**src/rtl/cnn_layer_accel_awe_pkg.sv**
```systemverilog
// Shared types and width constants for the AWE stride expander.
//
// MAX_STRIDE is the largest stride the accelerator is built for. It is
// mirrored here so the width constants below can be derived from it.
// Stride fields are clog2(MAX_STRIDE) bits wide.
package cnn_layer_accel_awe_pkg;

    localparam int MAX_STRIDE   = 8;
    localparam int STRIDE_CNT_W = $clog2(MAX_STRIDE);
    localparam int ROW_LEN_W    = 10;
    localparam int DATA_W       = 16;

    typedef enum logic [1:0] {
        ST_IDLE,
        ST_SAMPLE,
        ST_ZERO_COL,
        ST_ZERO_ROW
    } awe_stride_exp_state_t;

endpackage

```
**src/rtl/cnn_layer_accel_awe_out_reg.sv**
```systemverilog
// Single-entry valid/ready output register holding data, valid and last.
//
// Ports:
//   clk, rst        - clock, synchronous active-high reset
//   clear           - drop any held word (used on reconfiguration)
//   load            - capture load_data/load_last; only asserted by the
//                     owner when the register is empty or being drained
//   load_data/last  - word to capture
//   out_ready       - downstream accepts the held word
//   out_data/valid/last - registered output
module cnn_layer_accel_awe_out_reg
    import cnn_layer_accel_awe_pkg::*;
#(
    parameter int C_DATA_WIDTH = DATA_W
) (
    input  logic                    clk,
    input  logic                    rst,
    input  logic                    clear,
    input  logic                    load,
    input  logic [C_DATA_WIDTH-1:0] load_data,
    input  logic                    load_last,
    input  logic                    out_ready,
    output logic [C_DATA_WIDTH-1:0] out_data,
    output logic                    out_valid,
    output logic                    out_last
);

    always_ff @(posedge clk) begin
        if (rst || clear) begin
            out_data  <= '0;
            out_valid <= 1'b0;
            out_last  <= 1'b0;
        end else if (load) begin
            out_data  <= load_data;
            out_valid <= 1'b1;
            out_last  <= load_last;
        end else if (out_ready) begin
            out_valid <= 1'b0;
            out_last  <= 1'b0;
        end
    end

endmodule

```
**src/rtl/cnn_layer_accel_awe_stride_expander.sv**
```systemverilog
// Zero-insertion upsampler for the AWE datapath. Each accepted sample is
// followed by stride_size zero words (except at row end and after the
// frame's last sample). With AWE_STRIDE_EXPANDER_ZERO_ROW_EN defined, each
// input row (except the one holding datain_last) is also followed by
// stride_size zero rows of (row_length-1)*(stride_size+1)+1 words.
//
// Ports:
//   clk, rst                      - clock, synchronous active-high reset
//   config_valid                  - load stride_size/row_length, restart
//   stride_size, row_length       - expansion configuration
//   datain, datain_valid,
//   datain_last, datain_ready     - compact input stream
//   dataout, dataout_valid,
//   dataout_last, dataout_ready   - expanded output stream (one reg stage)
//
// state       | meaning
// ST_IDLE     | unconfigured, no input accepted
// ST_SAMPLE   | waiting for an input sample
// ST_ZERO_COL | emitting zero columns after a non-row-end sample
// ST_ZERO_ROW | emitting zero rows after a row end
module cnn_layer_accel_awe_stride_expander
    import cnn_layer_accel_awe_pkg::*;
#(
    parameter int C_DATA_WIDTH           = DATA_W,
    parameter int C_ROW_LEN_WIDTH        = ROW_LEN_W,
    parameter int C_STRIDE_COUNTER_WIDTH = STRIDE_CNT_W
) (
    input  logic                              clk,
    input  logic                              rst,
    input  logic                              config_valid,
    input  logic [C_STRIDE_COUNTER_WIDTH-1:0] stride_size,
    input  logic [C_ROW_LEN_WIDTH-1:0]        row_length,
    input  logic [C_DATA_WIDTH-1:0]           datain,
    input  logic                              datain_valid,
    input  logic                              datain_last,
    output logic                              datain_ready,
    output logic [C_DATA_WIDTH-1:0]           dataout,
    output logic                              dataout_valid,
    output logic                              dataout_last,
    input  logic                              dataout_ready
);

    localparam logic [C_ROW_LEN_WIDTH-1:0]        ROW_ONE    = 1;
    localparam logic [C_STRIDE_COUNTER_WIDTH-1:0] STRIDE_ONE = 1;

    awe_stride_exp_state_t state_q, state_d;

    logic [C_STRIDE_COUNTER_WIDTH-1:0] stride_q, stride_d;
    logic [C_ROW_LEN_WIDTH-1:0]        row_len_q, row_len_d;
    logic [C_ROW_LEN_WIDTH-1:0]        col_cnt, col_cnt_d;
    logic [C_STRIDE_COUNTER_WIDTH-1:0] zero_cnt, zero_cnt_d;

`ifdef AWE_STRIDE_EXPANDER_ZERO_ROW_EN
    localparam int ZW = C_ROW_LEN_WIDTH + C_STRIDE_COUNTER_WIDTH;
    logic [ZW-1:0]                     zrow_word_cnt, zrow_word_cnt_d;
    logic [C_STRIDE_COUNTER_WIDTH-1:0] zrow_cnt, zrow_cnt_d;
    logic [ZW-1:0]                     zrow_last_idx;

    // Index of the final word in a zero row: (row_len-1)*(stride+1).
    // ZW bits hold the worst case without wrapping.
    always_comb begin
        zrow_last_idx = (ZW'(row_len_q) - ZW'(1)) * (ZW'(stride_q) + ZW'(1));
    end
`endif

    logic advance;
    logic row_end;
    logic datain_accept;
    logic out_load;
    logic out_clear;
    logic [C_DATA_WIDTH-1:0] out_data;
    logic out_last;

    // Output register can take a new word this cycle.
    assign advance       = !dataout_valid || dataout_ready;
    assign row_end       = (col_cnt == (row_len_q - ROW_ONE));
    // Blocked during config_valid so a sample is never handshaked and then
    // discarded by the restart.
    assign datain_ready  = (state_q == ST_SAMPLE) && advance && !config_valid;
    assign datain_accept = datain_valid && datain_ready;

    always_comb begin
        state_d    = state_q;
        stride_d   = stride_q;
        row_len_d  = row_len_q;
        col_cnt_d  = col_cnt;
        zero_cnt_d = zero_cnt;
`ifdef AWE_STRIDE_EXPANDER_ZERO_ROW_EN
        zrow_word_cnt_d = zrow_word_cnt;
        zrow_cnt_d      = zrow_cnt;
`endif
        out_load  = 1'b0;
        out_clear = 1'b0;
        out_data  = '0;
        out_last  = 1'b0;

        if (config_valid) begin
            state_d    = ST_SAMPLE;
            stride_d   = stride_size;
            row_len_d  = (row_length == '0) ? ROW_ONE : row_length;
            col_cnt_d  = '0;
            zero_cnt_d = '0;
`ifdef AWE_STRIDE_EXPANDER_ZERO_ROW_EN
            zrow_word_cnt_d = '0;
            zrow_cnt_d      = '0;
`endif
            out_clear = 1'b1;
        end else begin
            case (state_q)
                ST_SAMPLE: begin
                    if (datain_accept) begin
                        out_load = 1'b1;
                        out_data = datain;
                        out_last = datain_last;
                        // Nothing follows the frame's last sample, so
                        // dataout_last really is the final word.
                        if (datain_last) begin
                            col_cnt_d = '0;
                        end else if (row_end) begin
                            col_cnt_d = '0;
`ifdef AWE_STRIDE_EXPANDER_ZERO_ROW_EN
                            if (stride_q != '0)
                                state_d = ST_ZERO_ROW;
`endif
                        end else begin
                            col_cnt_d = col_cnt + ROW_ONE;
                            if (stride_q != '0)
                                state_d = ST_ZERO_COL;
                        end
                    end
                end
                ST_ZERO_COL: begin
                    if (advance) begin
                        out_load = 1'b1;
                        if (zero_cnt == (stride_q - STRIDE_ONE)) begin
                            zero_cnt_d = '0;
                            state_d    = ST_SAMPLE;
                        end else begin
                            zero_cnt_d = zero_cnt + STRIDE_ONE;
                        end
                    end
                end
`ifdef AWE_STRIDE_EXPANDER_ZERO_ROW_EN
                ST_ZERO_ROW: begin
                    if (advance) begin
                        out_load = 1'b1;
                        if (zrow_word_cnt == zrow_last_idx) begin
                            zrow_word_cnt_d = '0;
                            if (zrow_cnt == (stride_q - STRIDE_ONE)) begin
                                zrow_cnt_d = '0;
                                state_d    = ST_SAMPLE;
                            end else begin
                                zrow_cnt_d = zrow_cnt + STRIDE_ONE;
                            end
                        end else begin
                            zrow_word_cnt_d = zrow_word_cnt + ZW'(1);
                        end
                    end
                end
`endif
                ST_IDLE: ;
                default: state_d = ST_IDLE;
            endcase
        end
    end

    always_ff @(posedge clk) begin
        if (rst)
            state_q <= ST_IDLE;
        else
            state_q <= state_d;
    end

    always_ff @(posedge clk) begin
        if (rst) begin
            stride_q  <= '0;
            row_len_q <= ROW_ONE;
            col_cnt   <= '0;
            zero_cnt  <= '0;
`ifdef AWE_STRIDE_EXPANDER_ZERO_ROW_EN
            zrow_word_cnt <= '0;
            zrow_cnt      <= '0;
`endif
        end else begin
            stride_q  <= stride_d;
            row_len_q <= row_len_d;
            col_cnt   <= col_cnt_d;
            zero_cnt  <= zero_cnt_d;
`ifdef AWE_STRIDE_EXPANDER_ZERO_ROW_EN
            zrow_word_cnt <= zrow_word_cnt_d;
            zrow_cnt      <= zrow_cnt_d;
`endif
        end
    end

    cnn_layer_accel_awe_out_reg #(
        .C_DATA_WIDTH(C_DATA_WIDTH)
    ) u_out_reg (
        .clk       (clk),
        .rst       (rst),
        .clear     (out_clear),
        .load      (out_load),
        .load_data (out_data),
        .load_last (out_last),
        .out_ready (dataout_ready),
        .out_data  (dataout),
        .out_valid (dataout_valid),
        .out_last  (dataout_last)
    );

endmodule

```
**config.mk**
```make
export PLATFORM = sky130hd
export DESIGN_NAME = cnn_layer_accel_awe_stride_expander
export DESIGN_NICKNAME = d
export VERILOG_FILES = /design/src/rtl/cnn_layer_accel_awe_pkg.sv /design/src/rtl/cnn_layer_accel_awe_out_reg.sv /design/src/rtl/cnn_layer_accel_awe_stride_expander.sv
export SDC_FILE = /design/constraint.sdc
export NUM_CORES = 1
export LEC_CHECK = 0
export ABC_AREA = 1
export BUFFER_PORTS_ARGS = -buffer_cell sky130_fd_sc_hd__buf_4
export CORE_MARGIN = 10
export CORE_UTILIZATION = 28
export CTS_CLUSTER_DIAMETER = 40
export DETAILED_ROUTE_END_ITERATION = 16
export GPL_ROUTABILITY_DRIVEN = 0
export SKIP_CTS_REPAIR_TIMING = 1
export SLEW_MARGIN = 0
export SYNTH_ARGS = -nofsm -noshare
export SYNTH_HDL_FRONTEND = slang
export SYNTH_SLANG_ARGS = --single-unit
```
**constraint.sdc**
```tcl
create_clock -name clk -period 4.7 [get_ports clk]
set_input_delay 0.94 -clock clk [delete_from_list [all_inputs] [get_ports clk]]
set_output_delay 0.94 -clock clk [all_outputs]
set_load 0.005 [all_outputs]
```
==> implementation parameters <==
Parameter                              Value

Status
  Outcome ... finished clean

Critical path
  Required time at the worst-slack endpoint ... roughly 5000 ps
  Internal reg-to-reg setup slack ... 2340 ps
  Kind of cell with the highest combined delay on the critical path ... simple AND/OR/NAND/NOR gates
  Max FO, Critical Path ... 18
  Buf/Inv on CP ... 2
  Crit-path max cell delay ... approximately 600 ps
  Path type of the worst setup path ... input port to register
  Crit. Startpoint ... dataout_ready
  Critical path startpoint category ... input port
  Worst-path cell with the longest stage delay ... or2_1
  Cells along the critical path ... buf_4, nor2_1, nor3_4, nand2_4, clkinv_2, o21ai_1, or2_1, nor2_8, nand2_1, a21oi_1
  Kind of end point of the critical path ... register
  Data arrival time of the critical path ... about 2800 ps
  Launching point of the worst reg2reg path ... state_q[1]
  Worst R2R Path Depth ... 11
  R2R Path End ... u_out_reg.out_data[14]

Global route
  Pin count of the biggest net entering global routing ... 30
  Gr usage total ... 0.0931
  First-pass GRT wire length ... ~9900 um
  Remaining global-route overflow ... 0
  Antenna violations before repair ... 0
  Vias in the first global route ... about 2,100

Final layout
  Inserted Diodes ... 0
  Final net count ... 432
  Area growth from synthesis to layout ... 27.2%
  Filler Cells Inserted ... between 800 and 900
  Layout cells sized above 1 ... 0.195
  Filler-free cell count of the finished design ... between 400 and 500

STA
  Setup repair after global routing missed its margin ... false
  Count of pins over their slew limit ... 0
  Total negative slack ... 0 ps
  Minimum period implied by the final worst setup slack ... approximately 2700 ps
  Final Hold Fails ... 0
  Post-Route Skew ... just under 9 ps
  Final clock period utilization by the worst path ... 0.570
  Maximum clock frequency ... ~370 MHz
  Slew @ Worst Pin ... approximately 1000 ps
  Setup violation total in the final timing report ... 0
  Worst slew margin ... 0.316
  Min Hold Slack ... 470 ps

Floorplanning
  FP Rows ... 33
  Initial Utilization ... 0.285
  Die span in x ... roughly 110 um
  Count of pins on the block boundary ... 54
  Die Area ... between 10,000 and 15,000 sq um
  Floorplan Core Area ... between 8000 and 9000 sq um
  Die height ... approximately 110 um

Logic synthesis
  Sequential fraction of the synthesis area ... 0.397
  Post-Syn Area per Cell ... ~6.9 sq um
  Post-synthesis net count ... about 380
  Syn Inst Count ... 336
  Flip-flop and latch count after synthesis ... 46
  Count of distinct cell types in the synthesized netlist ... 28
  Synthesized area ... roughly 2300 sq um
  Yosys Warn Count ... 0

Clocking
  Clk root buf ... clkbuf_8
  Number of clock buffers inserted by TritonCTS ... 5
  Clock-pin slew on the worst setup and hold paths ... approximately 80 ps
  Longest Clk Path Bufs ... 2
  CTS sink cnt ... 46
  H-tree lvl count ... 2
  Source-to-sink clock delay at the later pin of the worst-skew pair ... 300 ps
  CTS tree ... yes

Routing
  Number of vias per cell after detailed routing ... ~4.4
  Total wire length ... between 6000 and 7000 um
  Via count ... about 2,200
  DRT iter0 DRCs ... 76
  First-pass detailed-route iteration total ... 4
  DRT antenna net count ... 0
  Final routed wire length divided by cell count ... 12.2 um
  Count of unresolved DRC violations after routing ... 0

Power and ir drop
  VDD IR max ... 163 uV
  Leak ... ~1.3 nW
  Power density of the placed cells ... ~290 nW/um^2

Min path
  Worst Hold Endpoint ... u_out_reg.out_data[15]
  Source of the worst hold timing path ... u_out_reg.out_data[15]
  Type of the worst min-delay path ... register to register
  Count of cells along the worst hold path ... 2

Placement
  Detailed-placement wirelength estimate ... approximately 4800 um
  # placed instances ... 487
  Number of I/O port buffers ... 53

Run
  Max Cap Viol ... 0
## stage by stage
stage	instance area, sq um	setup slack (ps)	total power, W	utilization
final	2950	2020	0.000868	0.363
after global routing	2950	1790	0.000906	0.363
after CTS	2950	1990	0.000875	0.363
after detailed placement	2810	1720	0.000515	0.345
after global placement	2810	1800	0.000515	0.345
after floorplan	2320	2350	0.000473	-
## state kept, by name, summed over array words and instances (netlist names)
register,flops
col_cnt,10
row_len_q,10
state_q,2
stride_q,3
u_out_reg.out_data,16
u_out_reg.out_last,1
u_out_reg.out_valid,1
zero_cnt,3
## layout make-up
class	instances	area, sq um	area share
clock buffers	6	82.6	0.0280
multi-input cells	243	1210	0.409
inverters	40	151	0.0513
clock inverters	2	60.1	0.0204
repair buffers	53	398	0.135
flip-flops and latches	46	921	0.312
well taps	105	131	0.0445
## per-layer routing
layer | track usage | routed length, um | vias to the layer above
li1 | - | - | 1160
met1 | 0.116 | 2800 | 960
met2 | 0.153 | 2870 | 35
met3 | 0.0298 | 317 | 6
met4 | 0.0206 | 42 | 0
met5 | 0 | 0 | -
## how the worst max path moves through the flow
stage                             endpoint  slack [ps]  depth (start not counted)
floorplan            u_out_reg.out_data[0]        2350                         11
global placement     u_out_reg.out_data[9]        1800                         10
detailed placement  u_out_reg.out_data[14]        1720                         10
CTS                 u_out_reg.out_data[13]        1990                         10
global route         u_out_reg.out_data[5]        1790                         10
finish               u_out_reg.out_data[1]        2020                         10
## worst reg2reg max path, cell delays in order (launching register included)
cell and delay [ps]:
dfxtp_1 330, inv_1 90, ha_1 180, inv_2 70, nor3_4 220, nand2_4 150, clkinv_2 120, o21ai_1 90
or2_1 490, nor2_8 330, nand2_1 80, a21oi_1 130
## synth_stat cells
master      n  area (sq um)
a22o_1      1          8.76
nand4_1     2          12.5
nand3b_1    1          7.51
a22oi_1     1          7.51
o21ai_0     1          5.00
xnor2_1     5          43.8
nand2_4     1          11.3
xor2_1     11          96.3
dfxtp_1    46           921
nor4_1      3          18.8
nor3_1      4          20.0
inv_1      28           105
nor3_4      1          16.3
a21oi_1    22           110
clkinv_2    1          5.00
buf_4       2          15.0
nor2_1     39           146
clkbuf_1    4          15.0
or2_1       1          6.26
nand2_1   107           402
o21ai_1    14          70.1
inv_2      11          41.3
nor2_8      1          20.0
o22ai_1     1          6.26
buf_6       1          11.3
ha_1        8           100
nand3_1    17          85.1
a31oi_1     2          12.5
## logic make-up after synthesis
logic type | count (synthesis) | synth area share
AO/OA/AOI/OAI | 42 | 0.0949
XOR/XNOR | 16 | 0.0604
flip-flops | 46 | 0.397
adder cells (fa/ha/maj) | 8 | 0.0432
AND/OR/NAND/NOR | 177 | 0.321
buffers and inverters | 47 | 0.0831
## cell usage in the layout (no fill, tap or decap), types with 11 or more instances in the layout
master	instances
a21oi_1	22
buf_4	53
dfxtp_1	46
inv_1	28
inv_2	11
nand2_1	107
nand3_1	17
nor2_1	39
o21ai_1	14
xor2_1	11
## power by group
group	switching [W]	internal (W)	total [W]
Sequential	0.00000653	0.000397	0.000404
Combinational	0.0000577	0.0000449	0.000103
Clock	0.000135	0.000227	0.000362
Total	0.000199	0.000669	0.000868
Note: power is estimated with default switching activity, not from simulation.
